### config.mk
export PLATFORM = sky130hd
export DESIGN_NAME = uart_rx
export DESIGN_NICKNAME = d
export VERILOG_FILES = /design/src/rtl/uart_defs_pkg.sv /design/src/rtl/uart_sync2.sv /design/src/rtl/uart_rx.sv
export SDC_FILE = /design/constraint.sdc
export NUM_CORES = 1
export LEC_CHECK = 0
export BUFFER_PORTS_ARGS = -buffer_cell sky130_fd_sc_hd__buf_2
export CORE_ASPECT_RATIO = 1.25
export CORE_MARGIN = 2
export CORE_UTILIZATION = 50
export CTS_CLUSTER_SIZE = 28
export DETAILED_ROUTE_END_ITERATION = 16
export PLACE_DENSITY = 0.67
export SLEW_MARGIN = 20
export SYNTH_ARGS = -nofsm -noshare
export SYNTH_HDL_FRONTEND = slang
export SYNTH_HIERARCHICAL = 1
export SYNTH_SLANG_ARGS = --single-unit
export TNS_END_PERCENT = 20
### constraint.sdc
create_clock -name clk -period 5.2 [get_ports clk]
set_input_delay 1.04 -clock clk [delete_from_list [all_inputs] [get_ports clk]]
set_output_delay 1.04 -clock clk [all_outputs]
set_load 0.01 [all_outputs]
### src/rtl/uart_defs_pkg.sv
// Shared UART definitions: baud divider derivation, FSM state encodings and
// character width, used by both the receive and transmit stages.
package uart_defs;

  localparam int DATA_BITS = 8;

  localparam logic [1:0] ST_IDLE  = 2'd0;
  localparam logic [1:0] ST_START = 2'd1;
  localparam logic [1:0] ST_DATA  = 2'd2;
  localparam logic [1:0] ST_STOP  = 2'd3;

  function automatic int calc_baud_cnt_max(input int clk_freq, input int uart_bps);
    return clk_freq / uart_bps;
  endfunction

  function automatic int calc_half_cnt(input int clk_freq, input int uart_bps);
    return calc_baud_cnt_max(clk_freq, uart_bps) / 2;
  endfunction

endpackage

### src/rtl/uart_sync2.sv
// Two-flop synchroniser for a single asynchronous input; the reset value is
// chosen per input so that reset release never looks like an edge.
module uart_sync2 #(
  parameter logic RESET_VAL = 1'b1
) (
  input  logic clk,
  input  logic rst,
  input  logic din,
  output logic dout
);

  logic meta;

  always_ff @(posedge clk or posedge rst) begin
    if (rst) begin
      meta <= RESET_VAL;
      dout <= RESET_VAL;
    end else begin
      meta <= din;
      dout <= meta;
    end
  end

endmodule

### src/rtl/uart_rx.sv
// 8N1 UART receiver with mid-bit sampling, a 1-deep valid/ready holding
// register, and single-cycle framing-error and overrun pulses.
module uart_rx
  import uart_defs::*;
#(
  parameter int CLK_FREQ = 50_000_000,
  parameter int UART_BPS = 115200
) (
  input  logic       clk,
  input  logic       rst,
  input  logic       uart_rxd,
  output logic [7:0] rx_data,
  output logic       rx_valid,
  input  logic       rx_ready,
  output logic       rx_busy,
  output logic       rx_frame_err,
  output logic       rx_overrun
);

  localparam int BAUD_CNT_MAX = calc_baud_cnt_max(CLK_FREQ, UART_BPS);
  localparam int HALF_CNT     = calc_half_cnt(CLK_FREQ, UART_BPS);
  localparam int CNT_W        = $clog2(BAUD_CNT_MAX);
  localparam int IDX_W        = $clog2(DATA_BITS);

  localparam logic [CNT_W-1:0] CNT_LAST = CNT_W'(BAUD_CNT_MAX - 1);
  localparam logic [CNT_W-1:0] CNT_HALF = CNT_W'(HALF_CNT - 1);
  localparam logic [IDX_W-1:0] IDX_LAST = IDX_W'(DATA_BITS - 1);

  logic                 line_sync;
  logic                 line_prev;
  logic                 start_edge;
  logic [1:0]           state;
  logic [1:0]           state_next;
  logic [CNT_W-1:0]     baud_cnt;
  logic [IDX_W-1:0]     bit_idx;
  logic [DATA_BITS-1:0] shift_reg;
  logic                 bit_tick;
  logic                 stop_tick;
  logic                 stop_good;
  logic                 stop_bad;
  logic                 hold_free;

  uart_sync2 #(
    .RESET_VAL(1'b1)
  ) u_sync (
    .clk  (clk),
    .rst  (rst),
    .din  (uart_rxd),
    .dout (line_sync)
  );

  always_ff @(posedge clk or posedge rst) begin
    if (rst) begin
      line_prev <= 1'b1;
    end else begin
      line_prev <= line_sync;
    end
  end

  // Only a true high-to-low transition starts a frame, so a held-low break
  // cannot retrigger after its framing error.
  assign start_edge = line_prev & ~line_sync;

  always_comb begin
    bit_tick = 1'b0;
    if (state == ST_START) begin
      bit_tick = (baud_cnt == CNT_HALF);
    end else begin
      bit_tick = (baud_cnt == CNT_LAST);
    end
  end

  always_comb begin
    state_next = state;
    case (state)
      ST_IDLE: begin
        if (start_edge) begin
          state_next = ST_START;
        end
      end
      ST_START: begin
        if (bit_tick) begin
          state_next = line_sync ? ST_IDLE : ST_DATA;
        end
      end
      ST_DATA: begin
        if (bit_tick && (bit_idx == IDX_LAST)) begin
          state_next = ST_STOP;
        end
      end
      ST_STOP: begin
        if (bit_tick) begin
          state_next = ST_IDLE;
        end
      end
      default: state_next = ST_IDLE;
    endcase
  end

  always_ff @(posedge clk or posedge rst) begin
    if (rst) begin
      state <= ST_IDLE;
    end else begin
      state <= state_next;
    end
  end

  // Restarting the count on every state change puts the START sample at
  // mid-bit and every later sample one full bit period after it.
  always_ff @(posedge clk or posedge rst) begin
    if (rst) begin
      baud_cnt <= '0;
    end else if ((state_next != state) || (state == ST_IDLE)) begin
      baud_cnt <= '0;
    end else if (baud_cnt == CNT_LAST) begin
      baud_cnt <= '0;
    end else begin
      baud_cnt <= baud_cnt + 1'b1;
    end
  end

  always_ff @(posedge clk or posedge rst) begin
    if (rst) begin
      bit_idx   <= '0;
      shift_reg <= '0;
    end else if ((state == ST_DATA) && bit_tick) begin
      shift_reg <= {line_sync, shift_reg[DATA_BITS-1:1]};
      bit_idx   <= (bit_idx == IDX_LAST) ? '0 : bit_idx + 1'b1;
    end else if (state == ST_IDLE) begin
      bit_idx <= '0;
    end
  end

  assign stop_tick = (state == ST_STOP) && bit_tick;
  assign stop_good = stop_tick & line_sync;
  assign stop_bad  = stop_tick & ~line_sync;
  assign hold_free = ~rx_valid | rx_ready;

  // A byte arriving while the consumer reads the old one is loaded in the
  // same edge, so rx_valid stays high with the new data.
  always_ff @(posedge clk or posedge rst) begin
    if (rst) begin
      rx_data      <= 8'h00;
      rx_valid     <= 1'b0;
      rx_frame_err <= 1'b0;
      rx_overrun   <= 1'b0;
    end else begin
      rx_frame_err <= stop_bad;
      rx_overrun   <= stop_good & ~hold_free;
      if (stop_good && hold_free) begin
        rx_data  <= shift_reg;
        rx_valid <= 1'b1;
      end else if (rx_valid && rx_ready) begin
        rx_valid <= 1'b0;
      end
    end
  end

  assign rx_busy = (state != ST_IDLE);

endmodule

* Yosys cells after proc, flatten, opt, wreduce, memory -nomap -nowiden *
Index checks and enable logic that the tools add are counted.

cells by class
  reduce and logical (&&, ||, !) cells = 10
  bitwise operators = 8
  multiply operators = 0
  shift-type cells = 0
  div/mod/pow operators = 0
  eq/ne operators = 7
  mux-type cells = 14
  order comparisons = 0
  add/subtract/negate cells = 2

operator list
  operator                                              number
  2-to-1 mux 9 bit                                      2
  2-to-1 mux 2 bit                                      5
  adder 9 x 1 -> 9 bit (second input constant)          1
  equality test 9 x 8 -> 1 bit (second input constant)  1
  equality test 9 bit (second input constant)           1
  2-to-1 mux 3 bit                                      3
  one-hot mux 2 bit (4 select lines)                    1
  nonzero test 2 bit                                    3
  logical AND 1 bit                                     5
  AND 1 bit                                             4
  equality test 2 bit (second input constant)           2
  adder 3 x 1 -> 3 bit (second input constant)          1
  equality test 3 bit (second input constant)           1
  2-to-1 mux 1 bit                                      3
  inverter 1 bit                                        3
  equality test 2 x 1 -> 1 bit (second input constant)  1
  logical NOT 2 bit                                     1
  != test 2 bit                                         1
  logical OR 1 bit                                      1
  OR 1 bit                                              1

word-level totals
  flip-flop bits (word level) = 36
  memories = 0
  input bits = 4
  ROM bits = 0
  bits in latches = 0
  RAM bits = 0

* Logic depth before layout (Yosys ltp) *
Gate-level depths: netlist of run 1.

  depth in word-level cells = 8
  depth in mapped cells = 7
  gate-level depth less buffers = 6

* By module *
Netlist of run 1, hierarchy kept.

by module, submodules not included
  module      area each (µm²)  instances  cells each
  uart_rx     1503.9           1          124
  uart_sync2  56.3             1          3

* Worst setup path before layout of run 1 *
OpenSTA, ideal clock, no wires.

  kind = reg2out
  from = register state[0]
  to = output rx_busy
  arrival time = 935 ps
  stages on the path, launching flop included = 4
  path buffers = 2
  setup slack = 3225 ps
  data required time = 4160 ps
  cell sequence = dfrtp_1 -> buf_4 -> or2_2 -> clkbuf_1

on the way
  word-level cells in the longest chain between the ends = 1

ends and longest elaborated chain
  item                      line            RTL
  start: declaration        uart_rx.sv:32   logic [1:0] state;
  start signal: assignment  uart_rx.sv:104  state <= state_next;
  nonzero test 2 bit        uart_rx.sv:159  assign rx_busy = (state != ST_IDLE);
  end: declaration          uart_rx.sv:15   output logic rx_busy,

No other way between the ends.

* Worst setup path in the final report of run 1 *
Ends and elaborated chain as after synthesis.

==> run metrics, run 1 <==
Met1 Wirelength 1109 um; DP HPWL about 1800 um; CP Cell Sequence or2_2 -> buf_2; Die W around 54 um; TritonCTS Buffers 5; core area just under 3000 sq um; Die Span Y between 60 and 70 um; Hold Crit Class register to register; power per cell area about 320 nW/um^2; synthesized area around 1600 sq um; setup_tns 0 ns; Cells after Synth between 100 and 150; crit end category output pin; RSZ-0062 raised after global routing no; Post-synth top flop dfrtp_1; Buf/Inv on CP 1; CTS tree yes; Synth top area share between 50% and 60%; share of synthesized registers carrying an async set or reset 100.0%; PostCTS Resize Cnt 0; top cells by area, synth dfrtp_1, mux2_2, dfstp_2; Fill cells approximately 230; CP max FO 9; initial antenna violation count 0; run status finished, final reports clean; Setup Viol. Count Final 0; CP max-delay cell dfrtp_1; top-count cell post-synth dfrtp_1; Worst Path Required roughly 4.2 ns; Total Routing Usage GR between 10% and 20%; H-tree level count 2; max FFs per register 9; Mapped Nets about 140; Top Metal Used met4; library cells used by synthesis 29; post-synthesis sequential area ratio approximately 58%; GPL Wtd Cong between 0.7 and 0.8; remaining antenna violation count 0; crit start category register; Slew HR between 40% and 50%; clock slew at the register clock pins of the worst setup and hold paths 0.11 ns; CP Data Arrival Time 1.41 ns; WL met3 around 80 um; # rows 22; Ys Warns 6; maximum vdd drop ~0.00022 V; diode count 0; fin worst setup slack 2.751 ns; IO Pins 16; Hold Fails Final Rpt 0; crit path time final 2.449 ns; Crit path max-delay family flip-flops; slew of the pin with the lowest slew margin ~0.78 ns; global-route wire length before repair 4698 um; Vias per Instance roughly 5.3; most frequent cells after synthesis dfrtp_1, mux2_2, nor2_1, nand2_1, inv_1; First DRT Iteration DRCs 20; number of synthesized register bits 36; Met2 Wirelength around 1400 um; Sink Count 36; Setup WS pre-CTS between 3 and 4 ns; worst clock skew 0.01161 ns; EDFF count, synth 0; Vias about 980; pin count of the biggest net entering global routing 35; DRC 0; Final nets about 160; Max-Cap Viols 0; die area 3586 sq um; critical path class register to output pin; Final Max Slew Viols 0; Root Driver clkbuf_4; gr ovfl total 0; top cell type by total area after synthesis dfrtp_1; CTS max path bufs 2; Largest stage delay, worst path ~0.51 ns; P&R area growth vs syn 10.34%; CTS Hold Bufs 0; FF/Latch Area between 900 and 1000 sq um; drt wl/cell between 10 and 15 um; effective utilization at floorplan between 50 and 60%; WL final between 2000 and 3000 um; DRT Pass-1 Iters 4; fin crit share 47.09%; fmax 408.4 MHz; multi-input logic area 609.3 sq um; share of cells above drive strength 1 32.43%; postcts setup bufs 0; Avg Synthesized Cell Area approximately 12 sq um; Clk Latency, worst-skew pair 0.34 ns; Lkg Pwr slightly below 0.9 nW; vias in the first global route between 1000 and 1500; number of port buffers 15
kinds of logic (layout without fill, tap and decap cells):
family | after synthesis | count (layout) | share of synthesized area (%)
fa+ha+maj | 5 | 5 | 4.010
buf+inv | 11 | 32 | 2.967
simple gates | 46 | 46 | 16.68
flops | 36 | 36 | 57.98
compound gates | 6 | 6 | 2.887
mux | 16 | 16 | 11.55
xor+xnor | 7 | 7 | 3.930
cell usage in the layout, fill, tap and decap left out:
| cell | instances |
|---|---|
| dfrtp_1 | 33 |
| mux2_2 | 16 |
| buf_2 | 15 |
| nor2_1 | 13 |
| nand2_1 | 12 |
| inv_1 | 8 |
| xnor2_1 | 6 |
| ha_1 | 5 |
| clkbuf_4 | 5 |
| o21ai_0 | 3 |
| nand3_1 | 3 |
| nor3_1 | 3 |
| dfstp_2 | 3 |
| nand2b_1 | 2 |
| nand4b_1 | 2 |
| nand4_1 | 2 |
| or2_2 | 2 |
| clkbuf_1 | 2 |
| nand4bb_1 | 1 |
| nor2_4 | 1 |
| nor4_4 | 1 |
| or4b_1 | 1 |
| or4_4 | 1 |
| o2bb2ai_1 | 1 |
| o211ai_2 | 1 |
| o311ai_1 | 1 |
| nand3_2 | 1 |
| xor2_1 | 1 |
| and3_1 | 1 |
| clkinv_2 | 1 |
| buf_4 | 1 |
final cells by class:
class | count | area share [%]
inverters | 8 | 1.744
clock buffers | 7 | 2.616
well taps | 36 | 2.616
multi-input cells | 80 | 35.39
repair buffers | 16 | 4.797
flip-flops and latches | 36 | 52.54
clock inverters | 1 | 0.2907
final timing paths:
path                                       start                       end  slack [ns]  depth (start not counted)
setup / recovery              state[0]$_DFF_PP0_                   rx_busy        2.75                          2
hold / removal             u_sync/meta$_DFF_PP1_     u_sync/dout$_DFF_PP1_        0.37                          0
setup reg to reg           baud_cnt[1]$_DFF_PP0_  shift_reg[4]$_DFFE_PP0P_        3.13                          5
hold reg to reg            u_sync/meta$_DFF_PP1_     u_sync/dout$_DFF_PP1_        0.37                          0
max in group asynchronous                    rst       line_prev$_DFF_PP1_        4.08                          3
min in group asynchronous                    rst     u_sync/dout$_DFF_PP1_        0.73                          2
power breakdown:
part | total (mW) | internal (mW) | switching [mW] | leakage [nW]
clock network | 0.141 | 0.0527 | 0.0884 | 0.0293
logic | 0.0776 | 0.0363 | 0.0413 | 0.353
registers | 0.331 | 0.301 | 0.0301 | 0.482
metrics by stage:
step | utilization (%) | instances | total power [mW] | hold slack, ns | area (sq um)
6_report | 58.45 | 184 | 0.5502 | 0.3672 | 1722
5_1_grt | 58.45 | 184 | 0.5858 | 0.3717 | 1722
4_1_cts | 58.45 | 184 | 0.5556 | 0.3676 | 1722
3_5_place_dp | 56.75 | 176 | 0.4139 | 0.3535 | 1672
3_3_place_gp | 56.75 | 176 | 0.4072 | 0.3461 | 1672
2_1_floorplan | - | 127 | 0.3920 | 0.3452 | 1560
worst reg2reg max path, cell delays in order (launching register included):
cell,delay [ns]
dfrtp_1,0.41
inv_1,0.09
ha_1,0.14
nand4b_1,0.20
nor4_4,0.71
mux2_2,0.42
per-layer routing:
| metal | vias to the layer above | global-route usage (%) |
|---|---|---|
| li1 | 472 | - |
| met1 | 492 | 21.82 |
| met2 | 13 | 31.40 |
| met3 | 5 | 4.036 |
| met4 | 0 | 8.654 |
| met5 | - | 0 |
Note: power is estimated with default switching activity, not from simulation.
==> inputs of run 2 (changes only) <==
--- a/config.mk
+++ b/config.mk
@@ -5,13 +5,14 @@
 export SDC_FILE = /design/constraint.sdc
 export NUM_CORES = 1
 export LEC_CHECK = 0
+export ABC_AREA = 1
 export BUFFER_PORTS_ARGS = -buffer_cell sky130_fd_sc_hd__buf_2
 export CORE_ASPECT_RATIO = 1.25
 export CORE_MARGIN = 2
 export CORE_UTILIZATION = 50
 export CTS_CLUSTER_SIZE = 28
 export DETAILED_ROUTE_END_ITERATION = 16
-export PLACE_DENSITY = 0.67
+export PLACE_DENSITY = 0.7
 export SLEW_MARGIN = 20
 export SYNTH_ARGS = -nofsm -noshare
 export SYNTH_HDL_FRONTEND = slang
==> constraint.sdc (replaced) <==
create_clock -name clk -period 2 [get_ports clk]
set_input_delay 0.4 -clock clk [delete_from_list [all_inputs] [get_ports clk]]
set_output_delay 0.4 -clock clk [all_outputs]
set_load 0.01 [all_outputs]
==> run 2 against run 1 <==
Against the previous run: total power increased to 2.8 times the previous value; sequential cell count unchanged; non-clock buffer count unchanged; global-route usage decreased by 1.1 points; sequential share of layout area decreased by 4.6 points; register-to-register slack got worse by 2.9 ns; count of clock-buffer cells in the layout decreased by 1; clock skew decreased by 0.0050 ns; final area increased by 9.7%; first-iteration DRC count increased by 35%; die area increased by 6.6%; hold slack got worse by 0.23 ns; largest cell class unchanged.
==> run metrics, run 2 <==
run status finished, final reports clean; IO Pins 16 (unchanged); WL final 2819 um (+7.3%); RSZ-0062 raised after global routing no; commonest cells after routing, fill and taps aside nand2_1, dfrtp_1, nor2_1; CP max FO 10 (+1); effective utilization at floorplan 52.29% (-0.68 points); synthesized area 1670 sq um (+7.1%); PostCTS Resize Cnt 0 (unchanged); Ys Warns 6 (unchanged); number of port buffers 15 (unchanged); H-tree level count 2 (unchanged); Worst Path Required 2.17 ns (-1.99 ns); postcts setup bufs 0 (unchanged); Post-synth top flop dfrtp_1; commonest non-fill, non-tap cell in the layout nand2_1; EDFF count, synth 0 (unchanged); Root Driver clkbuf_8; Die W 55.70 um (+3.2%); pin count of the biggest net entering global routing 35 (unchanged); Vias per Instance 5.016 (-6.0%); GPL Wtd Cong 0.9004 (+20%); First DRT Iteration DRCs 27 (+35%); gr ovfl total 0 (unchanged); Hold Fails Final Rpt 0 (unchanged); Slew HR 57.72% (+9.8 points); DRT Pass-1 Iters 4 (unchanged); top cells by area, synth dfrtp_1, nand2_1, dfstp_2; most frequent cells after synthesis nand2_1, dfrtp_1, nor2_1, inv_1, o21ai_0; final design utilization 59.11% (+0.65 points); maximum vdd drop 0.0006287 V (+180%); crit end category register; R2R cell count 9 (+4); Mapped Nets 200 (+47%); initial antenna violation count 0 (unchanged); diode count 0 (unchanged); top-count cell post-synth nand2_1; FF-to-FF Start baud_cnt[1]$_DFF_PP0_; drt wl/cell 11.23 um (-21%); share of cells above drive strength 1 18.69% (-14 points); die area 3822 sq um (+6.6%); Die Span Y 68.62 um (+3.3%); Synth top area share 49.44% (-3.5 points); dpl cell area 1795 sq um (+7.4%); post-synthesis sequential area ratio 54.16% (-3.8 points); Final Power 1.543 mW (+180%); library cells used by synthesis 26 (-10%); fmax 558.1 MHz; Clk Latency, worst-skew pair 0.28 ns (-0.06 ns); power per cell area 817.3 nW/um^2 (+160%); Lkg Pwr 1.015 nW (+17%); fin crit share between 80% and 90%; vias in the first global route 1235 (+20%); CP Data Arrival Time 1.97 ns (+0.56 ns); post-route cell area 1888 sq um (+9.7%); TritonCTS Buffers 5 (unchanged); DRC 0 (unchanged); Setup crit start baud_cnt[1]$_DFF_PP0_; global-route wire length before repair 5119 um (+9.0%); Avg Synthesized Cell Area 8.745 sq um (-29%); DP HPWL 2102 um (+15%); P&R area growth vs syn 13.03%; clock slew at the register clock pins of the worst setup and hold paths 0.07 ns (-0.04 ns); Cells after Synth 191 (+50%); crit path time final 1.792 ns; worst clock skew 0.006657 ns (-0.004955 ns); top cell type by total area after synthesis dfrtp_1; remaining antenna violation count 0 (unchanged); CTS Hold Bufs 0 (unchanged); crit start category register; Vias 1259 (+28%); Fill cells 283 (+21%); Final nets 222 (+42%); Max-Cap Viols 0 (unchanged); number of synthesized register bits 36 (unchanged); setup_tns 0 ns (unchanged); critical path class register to register; Setup Viol. Count Final 0 (unchanged); CTS tree yes; share of synthesized registers carrying an async set or reset 100.0% (unchanged); slew of the pin with the lowest slew margin 0.6319 ns (-0.1441 ns); Hold Crit Class primary input to asynchronous set/reset pin; Final Max Slew Viols 0 (unchanged); max FFs per register 9 (unchanged); Sink Count 36 (unchanged); # rows 23 (+4.5%); core area 3194 sq um (+8.5%); Total Routing Usage GR 17.52% (-1.1 points); CTS max path bufs 2 (unchanged)
## run 2: through the flow
stage	setup WS, ns	hold slack (ns)	std cells
3_5_place_dp	0.2363	0.3481	243
2_1_floorplan	0.5003	0.3115	191
3_3_place_gp	0.2846	0.3462	243
6_report	0.2083	0.1386	251
5_1_grt	0.006273	0.1430	251
4_1_cts	0.2258	0.1311	251
## run 2: final cells by class
class                           instances  area, sq um  area share, %
Inverter                               21        78.83          4.175
Multi-Input combinational cell        133        683.2          36.18
Clock buffer                            6        82.58          4.374
Tap cell                               37        46.29          2.452
Clock inverter                          2        10.01         0.5302
Timing Repair Buffer                   16        82.58          4.374
Sequential cell                        36        904.6          47.91
## run 2: where the power goes
group	switching [mW]	internal [mW]	leakage, nW	total [mW]
clock	0.245	0.274	0.0510	0.519
sequential	0.0458	0.774	0.484	0.819
combinational	0.125	0.0797	0.480	0.204
total	0.415	1.13	1.01	1.54
## run 2: final timing paths
check	end	slack [ns]
min in group clk	u_sync/meta$_DFF_PP1_	0.21
max in group asynchronous	line_prev$_DFF_PP1_	1.47
max reg2reg	rx_data[4]$_DFFE_PP0P_	0.21
min reg2reg	u_sync/dout$_DFF_PP1_	0.36
min	u_sync/meta$_DFF_PP1_	0.14
max	rx_data[4]$_DFFE_PP0P_	0.21
## run 2: logic make-up after synthesis
kind of cell	Yosys count	synth area share [%]
simple gates	106	29.59
buf+inv	22	4.944
compound gates	19	5.918
mux	1	0.5993
xor+xnor	2	1.049
flops	36	54.16
fa+ha+maj	5	3.745
## run 2: worst max-delay path: stages, from the launching register on
cell	delay, ns
dfrtp_1	0.39
inv_1	0.08
ha_1	0.16
nand4_1	0.10
inv_1	0.08
nand2_1	0.12
nor2_1	0.16
nand3_1	0.27
o21ai_0	0.26
nand2_1	0.07
## run 2: metal layers
layer / vias to the layer above / global-route usage [%] / share of wire (%)
li1: 647 / - / -
met1: 574 / 19.37 / 44
met2: 31 / 30.65 / 49
met3: 7 / 5.037 / 4.1
met4: 0 / 10.06 / 2.6
met5: - / 0 / 0
==> inputs of run 3 (changes only) <==
--- a/config.mk
+++ b/config.mk
@@ -5,7 +5,6 @@
 export SDC_FILE = /design/constraint.sdc
 export NUM_CORES = 1
 export LEC_CHECK = 0
-export ABC_AREA = 1
 export BUFFER_PORTS_ARGS = -buffer_cell sky130_fd_sc_hd__buf_2
 export CORE_ASPECT_RATIO = 1.25
 export CORE_MARGIN = 2
@@ -13,6 +12,7 @@
 export CTS_CLUSTER_SIZE = 28
 export DETAILED_ROUTE_END_ITERATION = 16
 export PLACE_DENSITY = 0.7
+export SKIP_CTS_REPAIR_TIMING = 1
 export SLEW_MARGIN = 20
 export SYNTH_ARGS = -nofsm -noshare
 export SYNTH_HDL_FRONTEND = slang
==> run 3 against run 2 <==
Against the previous run: worst setup slack worse by 0.052 ns; sequential power up 3.5%; die area down 6.2%; fmax down 2.8%; clock skew up 0.00064 ns; clock power down 3%; via count down 23%; first-iteration DRC count down 7.4%; largest power group unchanged; highest routed layer unchanged.
==> run metrics, run 3 (synthesis results as in run 1) <==
DP HPWL 1875 um (-11%); First DRT Iteration DRCs 25 (-7.4%); initial antenna violation count 0 (unchanged); Vias per Instance 5.181 (+3.3%); setup_tns 0 ns (unchanged); Die Span Y 66.46 um (-3.2%); Final nets 160 (-28%); fin worst setup slack 0.1563 ns (-0.05206 ns); Sink Count 36 (unchanged); commonest non-fill, non-tap cell in the layout dfrtp_1; clock share of power 32.1% (-1.6 points); Fin Hold WS 0.06742 ns (-0.07115 ns); Total Routing Usage GR 18.29% (+0.77 points); effective utilization at floorplan 52.97% (+0.68 points); Final Power 1.579 mW (+2.3%); Die W 53.97 um (-3.1%); drt wl/cell 14.09 um (+25%); gr ovfl total 0 (unchanged); Clk Latency, worst-skew pair 0.34 ns (+0.06 ns); switching share of power 27.47% (+0.55 points); vias in the first global route 1013 (-18%); maximum vdd drop 0.0006563 V (+4.4%); GPL Wtd Cong 0.7695 (-15%); die area 3586 sq um (-6.2%); Fill cells 227 (-20%); H-tree level count 2 (unchanged); clock slew at the register clock pins of the worst setup and hold paths 0.11 ns (+0.04 ns); TritonCTS Buffers 5 (unchanged); Slew HR 71.72% (+14 points); flop2flop setup slack 0.16 ns (-0.05 ns); fin crit share 92.19% (+2.6 points); crit path time final 1.844 ns (+0.05206 ns); max FFs per register 9 (unchanged); Setup WS pre-CTS 0.1219 ns (-0.1144 ns); worst clock skew 0.007296 ns (+0.0006397 ns); Int Power 1.145 mW (+1.5%); share of cells above drive strength 1 35.53% (+17 points); run status finished, final reports clean; global-route wire length before repair 4554 um (-11%); CTS tree yes; P&R area growth vs syn 14.35%; Max-Cap Viols 0 (unchanged); remaining antenna violation count 0 (unchanged); switching pwr 0.4337 mW (+4.4%); fmax 542.4 MHz (-2.8%); DRT Pass-1 Iters 4 (unchanged); core area 2945 sq um (-7.8%); WL final 2648 um (-6.1%); commonest cells after routing, fill and taps aside dfrtp_1, mux2_2, buf_2; post-route cell area 1784 sq um (-5.5%); diode count 0 (unchanged); # rows 22 (-4.3%); CP Data Arrival Time 2.08 ns (+0.11 ns); Final Max Slew Viols 0 (unchanged); crit end category register; DRC 0 (unchanged); crit start category register; Root Driver clkbuf_4; dpl cell area 1702 sq um (-5.2%); Hold Fails Final Rpt 0 (unchanged); Worst Path Required 2.24 ns (+0.07 ns); Vias 974 (-23%); CTS max path bufs 2 (unchanged); Hold Crit Class primary input to asynchronous set/reset pin; IO Pins 16 (unchanged); power per cell area 884.9 nW/um^2 (+8.3%); Setup Viol. Count Final 0 (unchanged); number of port buffers 15 (unchanged); combinational power share 14.2% (+1.0 points); slew of the pin with the lowest slew margin 0.4241 ns (-0.2078 ns); CP max FO 14 (+4); sequential power share 53.7% (+0.6 points); critical path class register to register; RSZ-0062 raised after global routing no; pin count of the biggest net entering global routing 35 (unchanged); Lkg Pwr 0.8955 nW (-12%)
run 3: cell types whose count changed in the layout (fill, tap and decap cells not counted), moves of 3 or more:
cell | previous run | this run
nand2_1 | 61 | 12
mux2_2 | 0 | 16
inv_1 | 19 | 8
o21ai_0 | 12 | 3
nor2_1 | 21 | 13
clkbuf_8 | 6 | 0
xnor2_1 | 0 | 6
clkbuf_4 | 0 | 5
a21oi_1 | 4 | 0
buf_4 | 1 | 5
nand3_2 | 5 | 1
nand3_1 | 6 | 3
run 3: layout make-up:
| class | instances | area [sq um] | area share [%] |
|---|---|---|---|
| Multi-Input combinational cell | 80 | 611.8 | 34.29 |
| Sequential cell | 36 | 904.6 | 50.70 |
| Tap cell | 36 | 45.04 | 2.525 |
| Inverter | 8 | 30.03 | 1.683 |
| Clock buffer | 5 | 37.54 | 2.104 |
| Clock inverter | 3 | 42.54 | 2.384 |
| Timing Repair Buffer | 20 | 112.6 | 6.311 |
run 3: worst paths after layout:
check,to,cells past startpoint,startpoint
max,shift_reg[1]$_DFFE_PP0P_,7,baud_cnt[1]$_DFF_PP0_
min,u_sync/meta$_DFF_PP1_,2,rst
max reg2reg,shift_reg[1]$_DFFE_PP0P_,7,baud_cnt[1]$_DFF_PP0_
min reg2reg,u_sync/dout$_DFF_PP1_,0,u_sync/meta$_DFF_PP1_
max in group asynchronous,line_prev$_DFF_PP1_,3,rst
min in group clk,u_sync/meta$_DFF_PP1_,1,uart_rxd
run 3: layer usage:
layer  up-vias  part of all wire [%]  GRT usage [%]
met5         -                     0              0
met4         0                   2.9          8.333
met3         7                   3.3          7.175
met2        16                    50          28.20
met1       478                    44          22.09
li1        473                     -              -
run 3: metrics by stage:
step | cells | util [%]
after floorplan | 127 | -
after global placement | 180 | 57.77
after detailed placement | 180 | 57.77
after CTS | 188 | 60.49
after global routing | 188 | 60.58
final | 188 | 60.58
run 3: power by group through the flow:
| stage | registers, mW | logic (mW) | clock network, mW |
|---|---|---|---|
| floorplan | 0.844 | 0.175 | 0 |
| global placement | 0.861 | 0.206 | 0 |
| detailed placement | 0.863 | 0.226 | 0 |
| CTS | 0.849 | 0.227 | 0.514 |
| global route | 0.858 | 0.254 | 0.559 |
| finish | 0.848 | 0.225 | 0.506 |
run 3: worst max-delay path, stage by stage (launching register included):
cell	delay, ns
dfrtp_1	0.41
inv_1	0.09
ha_1	0.14
nand4b_1	0.13
buf_4	0.18
nor4_4	0.19
buf_4	0.24
mux2_2	0.36
